### src/rtl/gpu_pkg.sv
// Shared types and defaults for the pixel compositing path.
package gpu_pkg;

   localparam int PIX_W   = 11;
   localparam int COLOR_W = 16;

   localparam logic [COLOR_W-1:0] DEFAULT_TRANSPARENT = 16'h0000;
   localparam logic [COLOR_W-1:0] DEFAULT_BG_COLOR    = 16'h0000;

   typedef enum logic [2:0] {
      IDLE,
      SCAN,
      REQ,
      WAIT,
      EMIT
   } seq_state_t;

endpackage

### src/rtl/layer_addr_calc.sv
// Combinational sprite/text read-address and glyph-offset generation from the
// layer header fields of the layer currently being scanned.
module layer_addr_calc #(
   parameter int          ADDR_W        = 24,
   parameter logic [31:0] SPRITE_STRIDE = 32'h1000,
   parameter logic [23:0] TEXT_BASE     = 24'h200000,
   parameter logic [31:0] TEXT_STRIDE   = 32'h100
) (
   input  logic              isText,
   input  logic [7:0]        layerId,
   input  logic [7:0]        spriteFrameIndex,
   input  logic [15:0]       layerWidth,
   input  logic [15:0]       layerHeight,
   input  logic [15:0]       layerX,
   input  logic [15:0]       layerY,
   input  logic [15:0]       characterIndex,
   output logic [ADDR_W-1:0] addr,
   output logic [15:0]       aux
);

   logic [31:0] spriteAddr;
   logic [31:0] textAddr;
   logic [31:0] glyphX;
   logic        unusedBits;

   // Arithmetic is done at 32 bits and wraps before truncation to ADDR_W.
   always_comb begin
      spriteAddr = 32'(layerId) * SPRITE_STRIDE
                 + (32'(spriteFrameIndex) * 32'(layerHeight) + 32'(layerY)) * 32'(layerWidth)
                 + 32'(layerX);
      textAddr   = 32'(TEXT_BASE) + 32'(layerId) * TEXT_STRIDE + 32'(characterIndex);
      glyphX     = 32'(layerX) - 32'(characterIndex) * 32'(layerWidth);
      addr       = isText ? textAddr[ADDR_W-1:0] : spriteAddr[ADDR_W-1:0];
      aux        = isText ? {layerY[7:0], glyphX[7:0]} : 16'h0000;
   end

   assign unusedBits = ^{spriteAddr[31:ADDR_W], textAddr[31:ADDR_W], glyphX[31:8], layerY[15:8]};

endmodule

### src/rtl/layer_scan_sequencer.sv
// Front-to-back layer scan for one pixel: one read per covering layer, first
// opaque colour wins, background when every layer misses or is transparent.
//
//   state | meaning
//   IDLE  | accepting a new pixel coordinate
//   SCAN  | sampling the header of `layer`, looking for a covering layer
//   REQ   | memory read request presented, waiting for the arbiter
//   WAIT  | request accepted, waiting for the colour response
//   EMIT  | composited pixel presented downstream
module layer_scan_sequencer
   import gpu_pkg::*;
#(
   parameter int                  NUM_LAYERS    = 32,
   parameter int                  ADDR_W        = 24,
   parameter logic [31:0]         SPRITE_STRIDE = 32'h1000,
   parameter logic [23:0]         TEXT_BASE     = 24'h200000,
   parameter logic [31:0]         TEXT_STRIDE   = 32'h100,
   parameter logic [COLOR_W-1:0]  TRANSPARENT   = DEFAULT_TRANSPARENT,
   parameter logic [COLOR_W-1:0]  BG_COLOR      = DEFAULT_BG_COLOR,
   localparam int                 LAYER_W       = $clog2(NUM_LAYERS)
) (
   input  logic               clk,
   input  logic               reset,

   input  logic               pix_valid,
   output logic               pix_ready,
   input  logic [PIX_W-1:0]   pix_x,
   input  logic [PIX_W-1:0]   pix_y,

   output logic [LAYER_W-1:0] layer,
   output logic [PIX_W-1:0]   pixelX,
   output logic [PIX_W-1:0]   pixelY,
   input  logic               read_ram_en,
   input  logic               read_flash_en,
   input  logic [7:0]         layer_id,
   input  logic [7:0]         sprite_frame_index,
   input  logic [15:0]        layer_width,
   input  logic [15:0]        layer_height,
   input  logic [15:0]        layer_x,
   input  logic [15:0]        layer_y,
   input  logic [15:0]        character_index,

   output logic               mem_req_valid,
   input  logic               mem_req_ready,
   output logic [ADDR_W-1:0]  mem_req_addr,
   output logic               mem_req_text,
   output logic [15:0]        mem_req_aux,
   input  logic               mem_rsp_valid,
   input  logic [COLOR_W-1:0] mem_rsp_data,

   output logic               out_valid,
   input  logic               out_ready,
   output logic [PIX_W-1:0]   out_x,
   output logic [PIX_W-1:0]   out_y,
   output logic [COLOR_W-1:0] out_color
);

   seq_state_t        state;
   logic [ADDR_W-1:0] calcAddr;
   logic [15:0]       calcAux;

   layer_addr_calc #(
      .ADDR_W        (ADDR_W),
      .SPRITE_STRIDE (SPRITE_STRIDE),
      .TEXT_BASE     (TEXT_BASE),
      .TEXT_STRIDE   (TEXT_STRIDE)
   ) uAddrCalc (
      .isText           (read_flash_en),
      .layerId          (layer_id),
      .spriteFrameIndex (sprite_frame_index),
      .layerWidth       (layer_width),
      .layerHeight      (layer_height),
      .layerX           (layer_x),
      .layerY           (layer_y),
      .characterIndex   (character_index),
      .addr             (calcAddr),
      .aux              (calcAux)
   );

   always_ff @(posedge clk) begin
      if (reset) begin
         state         <= IDLE;
         pix_ready     <= 1'b1;
         layer         <= '0;
         pixelX        <= '0;
         pixelY        <= '0;
         mem_req_valid <= 1'b0;
         mem_req_addr  <= '0;
         mem_req_text  <= 1'b0;
         mem_req_aux   <= '0;
         out_valid     <= 1'b0;
         out_x         <= '0;
         out_y         <= '0;
         out_color     <= '0;
      end else begin
         case (state)
            IDLE: begin
               if (pix_valid) begin
                  pix_ready <= 1'b0;
                  pixelX    <= pix_x;
                  pixelY    <= pix_y;
                  out_x     <= pix_x;
                  out_y     <= pix_y;
                  layer     <= LAYER_W'(NUM_LAYERS - 1);
                  state     <= SCAN;
               end
            end
            SCAN: begin
               if (read_ram_en) begin
                  mem_req_addr  <= calcAddr;
                  mem_req_text  <= read_flash_en;
                  mem_req_aux   <= calcAux;
                  mem_req_valid <= 1'b1;
                  state         <= REQ;
               end else if (layer != '0) begin
                  layer <= layer - LAYER_W'(1);
               end else begin
                  out_color <= BG_COLOR;
                  out_valid <= 1'b1;
                  state     <= EMIT;
               end
            end
            REQ: begin
               if (mem_req_ready) begin
                  mem_req_valid <= 1'b0;
                  state         <= WAIT;
               end
            end
            WAIT: begin
               // Responses arriving in any other state are deliberately dropped.
               if (mem_rsp_valid) begin
                  if (mem_rsp_data != TRANSPARENT) begin
                     out_color <= mem_rsp_data;
                     out_valid <= 1'b1;
                     state     <= EMIT;
                  end else if (layer != '0) begin
                     layer <= layer - LAYER_W'(1);
                     state <= SCAN;
                  end else begin
                     out_color <= BG_COLOR;
                     out_valid <= 1'b1;
                     state     <= EMIT;
                  end
               end
            end
            EMIT: begin
               if (out_ready) begin
                  out_valid <= 1'b0;
                  pix_ready <= 1'b1;
                  state     <= IDLE;
               end
            end
            default: state <= IDLE;
         endcase
      end
   end

endmodule
### config.mk
export PLATFORM = sky130hd
export DESIGN_NAME = layer_scan_sequencer
export DESIGN_NICKNAME = d
export VERILOG_FILES = /design/src/rtl/gpu_pkg.sv /design/src/rtl/layer_addr_calc.sv /design/src/rtl/layer_scan_sequencer.sv
export SDC_FILE = /design/constraint.sdc
export NUM_CORES = 1
export LEC_CHECK = 0
export ABC_AREA = 1
export CAP_MARGIN = 20
export CORE_MARGIN = 10
export CORE_UTILIZATION = 35
export DETAILED_ROUTE_END_ITERATION = 6
export HOLD_SLACK_MARGIN = 0.08
export PLACE_DENSITY = 0.58
export SETUP_SLACK_MARGIN = 0.05
export SYNTH_ARGS = -nofsm -noshare
export SYNTH_HDL_FRONTEND = slang
export SYNTH_SLANG_ARGS = --single-unit
### constraint.sdc
create_clock -name clk -period 11.95 [get_ports clk]
set_input_delay 2.39 -clock clk [delete_from_list [all_inputs] [get_ports clk]]
set_output_delay 2.39 -clock clk [all_outputs]
set_load 0.01 [all_outputs]
== Yosys cells after proc, flatten, opt, wreduce, memory -nomap -nowiden ==
Cells that the tools add are included.
Cells by class
  add/subtract/negate cells: 7
  reduce and logical (&&, ||, !) cells: 16
  eq/ne operators: 12
  muxes and demuxes: 34
  multiply operators: 3
Operators with widths (number)
  $mux W16: 5
  $add A24 B16 Y24: 2
  $mul A32 B16 Y24: 1
  $pmux W16 S2: 1
  $add A24 B16 Y25: 1
  $mux W5: 5
  $add A20 B24 Y24: 1
  $mul A8 B16 Y24: 1
  $mux W24: 1
  $mux W3: 8
  $add A22 B16 Y23 const A: 1
  $mul A16 B16 Y8: 1
  $reduce_bool A16 Y1: 1
  $pmux W3 S5: 1
  $pmux W5 S3: 1
  $ne A2 B2 Y1 const B: 7
  $reduce_and A5 Y1: 2
  $mux W1: 9
  $reduce_and A3 Y1: 3
  $sub A8 B8 Y8: 1
  $eq A3 B2 Y1 const B: 2
  $reduce_bool A2 Y1: 3
  $reduce_bool A3 Y1: 2
  $reduce_bool A5 Y1: 1
  other kinds (9): 11
Word-level totals
  logic and storage cells: 83
  input port bits: 142
  output and inout port bits: 109
  bits in registers: 90

== Depth between registers and ports, before layout ==
  word-level depth: 6
  mapped depth: 46

== Hierarchy ==
From an unflattened synthesis, not the netlist that was laid out.
Second synthesis, totals
  cell total of the unflattened synthesis: 2682
  area, all modules: 19446.2 um^2
Modules (own cells, without submodules)
  layer_addr_calc: area each 15484.9 um^2, cells an instance 2176, instances 1
  layer_scan_sequencer: area each 3961.3 um^2, cells an instance 506, instances 1

== Worst setup path before layout ==
OpenSTA, ideal clock, no wires.
  kind: in2reg
  start point: input port sprite_frame_index[0]
  end point: register mem_req_addr[23]
  required time: 11819 ps
  cell stages on the path: 40
  path buffers: 2
  setup slack: 784 ps
  arrival time: 11036 ps
  cell sequence: clkbuf_1 > clkbuf_1 > nand2_1 > fa_1 > inv_1 > fa_1 > inv_1 > fa_1 > fa_1 > inv_1 > ha_1 > nand2_1 > nand3_2 > xor2_1 > clkinv_1 > nor2_1 > fa_1 > inv_1 > [4 not listed] > fa_1 > inv_1 > fa_1 > inv_1 > ha_1 > nand2_1 > nor2_1 > and3_1 > nor2_1 > inv_1 > a21oi_1 > o21ai_0 > a21o_1 > a21o_1 > inv_1 > nand2_1 > nand3_1 > a21oi_2
Between the ends
  longest elaborated chain between the ends: 6
Ends and longest elaborated chain
  start, declared: RTL line layer_scan_sequencer.sv:36  | input logic [7:0] sprite_frame_index,
  $mul A8 B16 Y24: RTL line layer_addr_calc.sv:29  | + (32'(spriteFrameIndex) * 32'(layerHeight) + 32'(layerY)) * 32'(layerWidth)
  $add A24 B16 Y25: RTL line layer_addr_calc.sv:29
  $mul A32 B16 Y24: RTL line layer_addr_calc.sv:29
  $add A20 B24 Y24: RTL line layer_addr_calc.sv:29
  $add A24 B16 Y24: RTL line layer_addr_calc.sv:30  | + 32'(layerX);
  $mux W24: RTL line layer_addr_calc.sv:33  | addr = isText ? textAddr[ADDR_W-1:0] : spriteAddr[ADDR_W-1:0];
  end signal, assigned: RTL line layer_scan_sequencer.sv:110  | mem_req_addr <= calcAddr;
  end, declared: RTL line layer_scan_sequencer.sv:45  | output logic [ADDR_W-1:0] mem_req_addr,
Every way passes these cells.
A chain may end at the register's enable or synchronous reset.

== Worst setup path in the final report ==
  start point: input port layer_height[6]
  end point: register mem_req_addr[23]
Between the ends
  longest elaborated chain between the ends: 6
Ends and longest elaborated chain
  start, declared: RTL line layer_scan_sequencer.sv:38  | input logic [15:0] layer_height,
  $mul A8 B16 Y24: RTL line layer_addr_calc.sv:29
  $add A24 B16 Y25: RTL line layer_addr_calc.sv:29
  $mul A32 B16 Y24: RTL line layer_addr_calc.sv:29
  $add A20 B24 Y24: RTL line layer_addr_calc.sv:29
  $add A24 B16 Y24: RTL line layer_addr_calc.sv:30
  $mux W24: RTL line layer_addr_calc.sv:33
Every way passes these cells.

==> reports/summary.txt <==
Minimum clock period after layout = 11.32 ns
Number of cells in the finished layout apart from fillers = 3414
CTS Buffer Depth = 2
Overall die height = 251 um
Asr flop ratio synth = 0%
Count of flip-flops with a built-in enable after synthesis = 0
Placeable core region = 52800 sq um
Most used cells in the layout excluding fill and tap cells = sky130_fd_sc_hd__inv_1 (648), sky130_fd_sc_hd__nand2_1 (579), sky130_fd_sc_hd__fa_1 (332)
Total via count after detailed routing = 16000
Total congestion overflow = 0
Clock Tree Root = sky130_fd_sc_hd__clkbuf_16
Post-CTS Setup Inserts = 0
# clock sinks = 90
Met2 GRT Util = 32.7%
First-iteration detailed-routing DRC count = 739
Mean cell area of the mapped netlist = 7.43 sq um
CTS tree = yes
Register-to-Register Setup Slack = 8.80 ns
Top achievable clock speed = 88.3 MHz
Worst-margin pin slew = 1.01 ns
Overall die width = 251 um
Arrival @ worst endpoint = 11.54 ns
Path type of the worst min-delay path = flip-flop to flip-flop
Met3 demand-to-capacity share in global routing = 2.58%
Critical-path cell with the highest stage delay = sky130_fd_sc_hd__fa_1
Final HPWL DP = 48800 um
Starting density of the core = 35.5%
Setup skew after layout = 0.00952 ns
Port bufs = 250
Setup WS post-layout = 0.631 ns
Count of standard-cell rows = 84
Number of buffers added to fix hold violations after cts = 0
Worst relative slew slack = 32.5%
Worst slack at placement = -0.0359 ns
Area growth, synth to finish = 19.3%
IO Pins = 251
Final number of setup-violating endpoints = 0
Crit Path Class = primary input to flip-flop
Number of cells produced by synthesis = 2518
ANT nets after route = 0
Global-route total usage across every layer = 17.9%
Most common cell after layout, fill and taps aside = sky130_fd_sc_hd__inv_1
RSZ-0062 raised after global routing = no
Drt wl/cell = 16.3 um
Placed Cells = 3397
CP peak stage delay = 0.55 ns
Number of distinct library cells after synthesis = 55
Length of the first detailed-routing pass in iterations = 7
Flip-flop and latch count after synthesis = 90
Crit. End Element = flip-flop
GP Congestion = 0.909
Post-CTS sizing = 0
Max Transition Viols Final = 0
Nets = 3346
Warning count from the yosys run = 0
Post-synthesis sequential area ratio = 9.63%
Final period util = 94.7%
Number of hold-slack violations in the final timing report = 0
Fraction of final layout cells with drive strength greater than 1 = 5.06%
Hold Slack = 0.456 ns
Max-Cap Viols = 0
Final standard cell area without fillers = 22300 sq um
Pin count of the biggest net entering global routing = 59
Placed inst area = 22000 sq um
Status = complete, no violations
Vias per std cell = 4.69
CP startpoint kind = primary input
Drt drc = 0
Combined area of all synthesized cells = 18700 sq um
Post-synth net total = 3144
Final Routed Wirelength = 55800 um
Top Usage Layer GRT = met2
Number of buffers inserted during clock tree synthesis = 9
CTS H-tree lvls = 3
Synth Flop Type = sky130_fd_sc_hd__dfxtp_1
First-pass GRT wire length = 90500 um
Worst-Skew Late Latency = 0.36 ns
Highest fanout seen on the critical path = 5
Global routing met1 resource utilization = 21.6%
Clock transition at the registers of the reported paths = 0.07 ns
Initial antenna violation count = 0
Number of global-route vias before repair = 17100
Die area = 63100 sq um
Most frequent cell on the critical path = sky130_fd_sc_hd__fa_1
WP data required = 12.17 ns
final cells by class:
cell class | instances | area, sq um
Sequential cell | 90 | 1800
Tap cell | 688 | 861
Fill cell | 5422 | 30400
Inverter | 664 | 2490
Clock inverter | 6 | 88.8
Multi-Input combinational cell | 1650 | 13900
Antenna cell | 1 | 2.50
Clock buffer | 10 | 239
Timing Repair Buffer | 305 | 2950
worst paths after layout:
check	from	to	cells after the start
min	out_valid	out_valid	2
max reg2reg	state[2]	out_y[0]	15
min reg2reg	out_valid	out_valid	2
max	layer_height[6]	mem_req_addr[23]	42
flip-flops by register name, summed over array words and instances (netlist names):
register,cells
layer,5
mem_req_addr,24
mem_req_aux,16
mem_req_text,1
mem_req_valid,1
out_color,16
out_valid,1
out_x,11
out_y,11
pix_ready,1
state,3
cell families (layout without fill, tap and decap cells):
logic type | count (synthesis) | count (layout) | synth area share (%)
and+or+nand+nor | 904 | 904 | 20.0
DFF | 90 | 90 | 9.63
other | 0 | 1 | 0
buffers and inverters | 778 | 985 | 16.1
AOI/OAI and AO/OA | 219 | 219 | 6.43
xor gates and xnor gates | 43 | 43 | 2.09
adders and majority gates | 484 | 484 | 45.7
worst max-delay path: cells and delay by family:
family | cells | cell delay [ns]
AOI/OAI and AO/OA | 5 | 0.66
and+or+nand+nor | 14 | 1.59
buffers and inverters | 11 | 1.23
adders and majority gates | 12 | 5.67
per-layer routing:
| layer | vias to the layer above | wire length, um |
|---|---|---|
| met5 | - | 0 |
| li1 | 7725 | - |
| met4 | 0 | 1160 |
| met2 | 403 | 28100 |
| met1 | 7824 | 23700 |
| met3 | 62 | 2830 |
per-stage QoR:
step / utilization [%] / setup TNS, ns
after floorplan: - / 0
after global placement: 41.6 / 0
after detailed placement: 41.6 / -0.0359
after CTS: 42.2 / 0
after global routing: 42.3 / 0
final: 42.3 / 0
cell usage after synthesis (4+ instances only):
cell	n	area share, %
sky130_fd_sc_hd__inv_1	648	13
sky130_fd_sc_hd__nand2_1	579	12
sky130_fd_sc_hd__fa_1	332	36
sky130_fd_sc_hd__nor2_1	194	3.9
sky130_fd_sc_hd__ha_1	152	10
sky130_fd_sc_hd__a21oi_1	108	2.9
sky130_fd_sc_hd__dfxtp_1	90	9.6
sky130_fd_sc_hd__clkbuf_1	78	1.6
sky130_fd_sc_hd__o21ai_0	63	1.7
sky130_fd_sc_hd__nand3_1	51	1.4
sky130_fd_sc_hd__buf_4	23	0.92
sky130_fd_sc_hd__xnor2_1	23	1.1
sky130_fd_sc_hd__nand2_2	19	0.64
sky130_fd_sc_hd__xor2_1	18	0.84
sky130_fd_sc_hd__a31oi_1	11	0.37
sky130_fd_sc_hd__nand3_2	10	0.54
sky130_fd_sc_hd__nor3_1	9	0.24
sky130_fd_sc_hd__clkinv_1	8	0.16
sky130_fd_sc_hd__inv_2	8	0.16
sky130_fd_sc_hd__nand3b_1	8	0.32
sky130_fd_sc_hd__buf_2	7	0.19
sky130_fd_sc_hd__nor2_2	7	0.23
sky130_fd_sc_hd__buf_1	6	0.12
sky130_fd_sc_hd__o21ai_1	6	0.16
sky130_fd_sc_hd__a22oi_1	5	0.20
sky130_fd_sc_hd__a21oi_2	4	0.19
sky130_fd_sc_hd__nand2_4	4	0.24
sky130_fd_sc_hd__nand4_1	4	0.13
Power is not shown: default switching activity piles up to over one toggle a cycle in this logic, so the estimate is an artifact.
